### src/rtl/softmax_ctrl.sv
// softmax_ctrl: packs 10 logits, fires the softmax datapath, argmax-scans the returned probabilities.
// Optional response watchdog with sticky err port when SMC_TIMEOUT_EN is defined.
module softmax_ctrl #(
  parameter int N_CLASS = 10
`ifdef SMC_TIMEOUT_EN
  , parameter int TIMEOUT = 15
`endif
) (
  input  logic                     clk,
  input  logic                     resetn,
  input  logic                     in_valid,
  output logic                     in_ready,
  input  logic [31:0]              in_data,
  output logic                     sm_valid_in,
  output logic [N_CLASS-1:0][31:0] sm_d_in,
  input  logic                     sm_valid_out,
  input  logic [N_CLASS-1:0][31:0] sm_percent,
  output logic                     out_valid,
  input  logic                     out_ready,
  output logic [3:0]               out_idx,
  output logic [31:0]              out_prob,
  output logic [N_CLASS-1:0][31:0] out_vec
`ifdef SMC_TIMEOUT_EN
  , output logic                   err
`endif
);
  typedef enum logic [2:0] {COLLECT, FIRE, WAIT, SCAN, DONE} state_t;
  state_t r_state, w_next;
  logic [3:0] r_cnt, r_i, r_best_idx;
  logic [N_CLASS-1:0][31:0] r_lbuf, r_pbuf;
  logic [31:0] r_best;
  logic w_acc, w_cap, w_to;
  assign w_acc = in_valid && in_ready;
  assign w_cap = r_state == WAIT && sm_valid_out;
  always_ff @(posedge clk or posedge resetn) begin
    if (resetn) r_state <= COLLECT;
    else r_state <= w_next;
  end
  always_comb begin
    w_next = r_state;
    unique case (r_state)
      COLLECT: if (w_acc && r_cnt == 4'(N_CLASS - 1)) w_next = FIRE;
      FIRE:    w_next = WAIT;
      WAIT:    w_next = sm_valid_out ? SCAN : (w_to ? COLLECT : WAIT);
      SCAN:    if (r_i == 4'(N_CLASS - 1)) w_next = DONE;
      DONE:    if (out_ready) w_next = COLLECT;
      default: w_next = COLLECT;
    endcase
  end
  always_comb begin
    in_ready    = r_state == COLLECT;
    sm_valid_in = r_state == FIRE;
    out_valid   = r_state == DONE;
  end
  // Magnitude-only compare: probabilities are non-negative, strict > keeps the lowest index on ties
  always_ff @(posedge clk or posedge resetn) begin
    if (resetn) begin
      r_cnt      <= '0;
      r_i        <= '0;
      r_best_idx <= '0;
      r_best     <= '0;
      r_lbuf     <= '0;
      r_pbuf     <= '0;
    end else begin
      if (w_acc) begin
        r_lbuf[r_cnt] <= in_data;
        r_cnt         <= r_cnt == 4'(N_CLASS - 1) ? 4'd0 : r_cnt + 4'd1;
      end
      if (w_cap) begin
        r_pbuf     <= sm_percent;
        r_best     <= sm_percent[0];
        r_best_idx <= 4'd0;
        r_i        <= 4'd1;
      end
      if (r_state == SCAN) begin
        if (r_pbuf[r_i][30:0] > r_best[30:0]) begin
          r_best     <= r_pbuf[r_i];
          r_best_idx <= r_i;
        end
        r_i <= r_i + 4'd1;
      end
    end
  end
`ifdef SMC_TIMEOUT_EN
  localparam int WW = $clog2(TIMEOUT + 1);
  logic [WW-1:0] r_wcnt;
  logic r_err;
  assign w_to = r_wcnt == WW'(TIMEOUT - 1);
  assign err = r_err;
  always_ff @(posedge clk or posedge resetn) begin
    if (resetn) begin
      r_wcnt <= '0;
      r_err  <= 1'b0;
    end else begin
      r_wcnt <= r_state == WAIT ? r_wcnt + 1'b1 : '0;
      if (r_state == WAIT && !sm_valid_out && w_to) r_err <= 1'b1;
    end
  end
`else
  assign w_to = 1'b0;
`endif
  assign sm_d_in  = r_lbuf;
  assign out_vec  = r_pbuf;
  assign out_prob = r_best;
  assign out_idx  = r_best_idx;
endmodule

### config.mk
export PLATFORM = sky130hd
export DESIGN_NAME = softmax_ctrl
export DESIGN_NICKNAME = d
export VERILOG_FILES = /design/src/rtl/softmax_ctrl.sv
export SDC_FILE = /design/constraint.sdc
export NUM_CORES = 2
export LEC_CHECK = 0
export CAP_MARGIN = 10
export CORE_AREA = 2 2 403 405
export CTS_BUF_LIST = sky130_fd_sc_hd__clkbuf_4
export CTS_CLUSTER_SIZE = 8
export DETAILED_ROUTE_END_ITERATION = 8
export DIE_AREA = 0 0 405 407
export MAX_ROUTING_LAYER = met4
export SYNTH_ARGS = -nofsm -noshare
export SYNTH_HDL_FRONTEND = slang
export SYNTH_SLANG_ARGS = --single-unit
### constraint.sdc
create_clock -name clk -period 52.3 [get_ports clk]
set_clock_uncertainty 0.15 [all_clocks]
set_input_delay 5.23 -clock clk [delete_from_list [all_inputs] [get_ports clk]]
set_output_delay 5.23 -clock clk [all_outputs]
set_load 0.005 [all_outputs]
======== Yosys cells after proc, flatten, opt, wreduce, memory -nomap -nowiden ========
Cells that the tools add are included.
cells by class
  multiplexer cells ....................... 19
  reduce and logical (&&, ||, !) cells .... 7
  order comparisons ....................... 4
  eq/ne operators ......................... 9
  add/subtract/negate cells ............... 2
operators with widths
  kind                                                                count
  bitwise mux 320 bit                                                 1
  two-way mux 32 bit                                                  5
  binary-select mux 32 bit (select 4 bit)                             1
  demux 32 bit (select 4 bit)                                         1
  > comparator 31 bit                                                 1
  two-way mux 4 bit                                                   6
  one-hot mux 3 bit (5 select lines)                                  1
  less-than comparator 4 x 5 -> 1 bit (second input constant)         2
  two-way mux 3 bit                                                   3
  adder 4 x 1 -> 4 bit (second input constant)                        2
  == test 4 bit (second input constant)                               2
  == test 3 x 2 -> 1 bit (second input constant)                      2
  greater-or-equal comparator 4 x 1 -> 1 bit (second input constant)  1
  logical AND 1 bit                                                   4
  inequality test 2 x 1 -> 1 bit (second input constant)              2
  == test 3 x 1 -> 1 bit (second input constant)                      1
  == test 3 bit (second input constant)                               1
  zero test 3 bit                                                     1
  AND reduction 3 bit                                                 1
  inequality test 2 bit (second input constant)                       1
  nonzero test 2 bit                                                  1
  two-way mux 1 bit                                                   1
storage, ports and cells
  word-level logic and storage cells ...... 66
  input bits .............................. 357
  register bits ........................... 687
  output and inout bits ................... 679

======== Logic depth before layout (Yosys ltp) ========
  word-level depth ........................ 5
  mapped depth ............................ 14
  mapped depth without buffers ............ 10

======== Worst setup path before layout ========
OpenSTA, ideal clock, no wires.
  path kind ............................... input -> register
  start ................................... input port in_valid
  end ..................................... register r_lbuf (netlist bit sm_d_in[116])
  required time ........................... 52025 ps
  slack ................................... 45750 ps
  path buffers ............................ 1
  arrival ................................. 6275 ps
  library setup time ...................... 125 ps
  stages .................................. 4
  cells stage by stage .................... and3_1 nand3_1 clkbuf_1 mux2_2
on the way
  cells in the longest elaborated chain, start to end .. 1
RTL lines
  element                         line  text
  start: declaration              11    input logic in_valid,
  logical AND 1 bit               33    assign w_acc = in_valid && in_ready;
  end signal: indexed assignment  66    r_lbuf[r_cnt] <= in_data;
  end: declaration                30    logic [N_CLASS-1:0][31:0] r_lbuf, r_pbuf;
No other way between the ends.
A chain may end at the register's enable or synchronous reset.

==> impl_metrics.ini <==
[synthesis]
yosysMostFrequentCell = nand2_1
synth_area_um2 = 29200
ys_seq_area_share_pct = 58.8
synth_top_flop_cell = dfrtp_1
synth.distinct_cells = 39
netlist_top_cells_count = 986 x nand2_1, 687 x dfrtp_1, 326 x mux2_2, 77 x clkbuf_1, 70 x mux2i_1
synth_cells = 2546
ys_warn_count = 0
synthTopCellsByArea = dfrtp_1 59%, nand2_1 13%, mux2_2 13%
synth_edf_count = 0
synth_top_area_share_pct = 58.8
ys_ff_latch = 687
synth_top_cell_by_area = dfrtp_1
avgSynthCellArea_um2 = 11.5
synth_nets = 2936
async_reset_ff_share_pct = 100

[clock_network]
clock-sinks = 687
cts_setup_buffers = 0
numCtsBuffers = 198
cts_tree = yes
cts_resized = 0
cts_buffer_depth = 3
clk_latency_ps = 1210
h-tree-depth = 4
root_buffer = clkbuf_4
cts_hold_buffers = 0
cts.reportedPaths.clkPinSlew_ps = 60

[worst_setup_path]
startpoint = resetn
worstPathArrival_ps = 9560
path_common_cell = buf_4
r2r-start = r_i[0]$_DFFE_PP0P_
worstSetupPathType = in2async
critPathMaxFanout = 101
crit_chain = clkdlybuf4s50_1, inv_8, buf_4, buf_4, buf_4, buf_4
worstSetupStartpointType = primary input
worstSetupEndpointType = async pin
critPathSlowestCell = buf_4
slowest_delay_ps = 810
crit_required_ps = 53340

[timing]
finalWorstSetupSlack_ps = 43780
slew_headroom_pct = 15.7
grt_setup_unrepaired = no
final.period_utilization_pct = 16.3
report.final.slew_viol_count = 0
fmax_mhz = 117
final_hold_viol_count = 0
setup_viol = 0
period_minus_slack_ps = 8520
fin_tns_setup_ps = 0
tightestPinTransition_ps = 1230

[detailed_routing]
dr.first_iter.drc_count = 1760
final_antenna_net_count = 0
drc = 0
wl_um = 138000
wl_per_cell_um = 23.0
via_per_inst = 4.10
vias = 24537
first_pass_iters = 5

[hold_path]
hold_start = out_vec[207]$_DFFE_PP0P_
hold_class = reg2reg

[cells_and_area]
nNetsFinal = 4041
drive_above_1_share_pct = 20.6
filler_cell_count = 16796
syn2layout_area_growth_pct = 52.5

[run]
max-cap-violations = 0

[floorplanning]
initial_core_util_pct = 18.2
ios = 1036
die-area_um2 = 165000
die_x_um = 405
die_h_um = 407
core_area_um2 = 160000
num_rows = 147

[outcome]
status = finished, final reports clean

[placed_design]
pre_cts_ws_ps = 42410
hpwlAfterDp_um = 105000
gp_congestion = 0.903
io_buffers = 1035

[power_and_ir_drop]
ir_drop_uv = 51.6
power.density_nw_per_um2 = 61.4
p_leak_nw = 21.0

[global_routing]
grt_pass1_wl_um = 189000
grt_pass1_vias = 24810
grt_max_degree = 192
grtUsageTotal_pct = 16.7
antenna_found_initial = 41
overflow = 0
[cell families after synthesis]
logic type	synth area share (%)
XOR/XNOR	0.0600
AO/OA/AOI/OAI	2.03
AND/OR/NAND/NOR	13.6
buffers and inverters	2.89
multiplexers	21.2
adder cells (fa/ha/maj)	1.41
flip-flops	58.8
[power by group]
group | internal [mW] | total, mW | switching (mW)
logic | 0.665 | 1.28 | 0.618
clock network | 0.258 | 0.515 | 0.257
registers | 0.729 | 0.937 | 0.208
total | 1.65 | 2.74 | 1.08
[area by class of cell]
class	instances	area, µm²	share of cell area [%]
clock inverters	65	383	0.859
multi-input cells	1652	11200	25.2
clock buffers	288	2160	4.85
diodes	25	62.6	0.140
inverters	38	151	0.340
well taps	2160	2700	6.06
flip-flops and latches	687	17200	38.6
repair buffers	1074	10700	24.0
[through the flow]
stage / total power [mW] / std cells / cell area (µm²) / utilization (%) / hold WS [ps]
3_5_place_dp: 2.24 / 5611 / 42000 / 26.2 / 335
6_report: 2.74 / 5989 / 44600 / 27.8 / 346
4_1_cts: 2.78 / 5964 / 44500 / 27.8 / 353
5_1_grt: 2.91 / 5982 / 44600 / 27.8 / 361
3_3_place_gp: 2.22 / 5611 / 42000 / 26.2 / 327
2_1_floorplan: 1.44 / 2546 / 29200 / - / 336
[flip-flops by register name, summed over array words and instances (netlist names)]
signal    count
sm_d_in     320
r_cnt         4
out_prob     32
r_state       3
out_idx       4
r_i           4
out_vec     320
[metal layers]
metal	track usage, %	vias up	wire length [µm]
met5	-	-	0
li1	-	10831	-
met2	24.2	1066	62300
met4	8.00	0	5310
met3	6.17	234	12500
met1	20.6	12406	57800
[placed cells by master, fill, tap and decap left out, types with 4 or more instances in the layout]
cell,instances
ha_1,33
o22ai_1,34
inv_12,4
nand3_1,5
clkinv_2,8
clkinv_1,43
buf_4,36
nor2_1,12
mux2_4,25
clkbuf_4,288
clkdlybuf4s50_1,1035
mux4_2,64
inv_1,36
mux2_2,326
nand4_1,4
diode_2,25
nand3_2,5
inv_8,4
dfrtp_1,684
a21oi_1,18
nand2_1,984
mux2i_1,70
o21ai_0,40
[critical path: cells and delay by family]
family                 cells  cell delay (ps)
buffers and inverters      6             4070
[final timing paths]
check,end,slack (ps),cells after the start
worst min-delay path,out_vec[207]$_DFFE_PP0P_,350,2
worst max register to register,out_prob[2]$_DFF_PP0_,46310,12
worst max-delay path,sm_d_in[281]$_DFFE_PP0P_,43780,6
min in group asynchronous,sm_d_in[33]$_DFFE_PP0P_,4430,2
worst min register to register,out_vec[207]$_DFFE_PP0P_,350,2
max in group clk,in_ready,43810,2
Note: power is estimated with default switching activity, not from simulation.
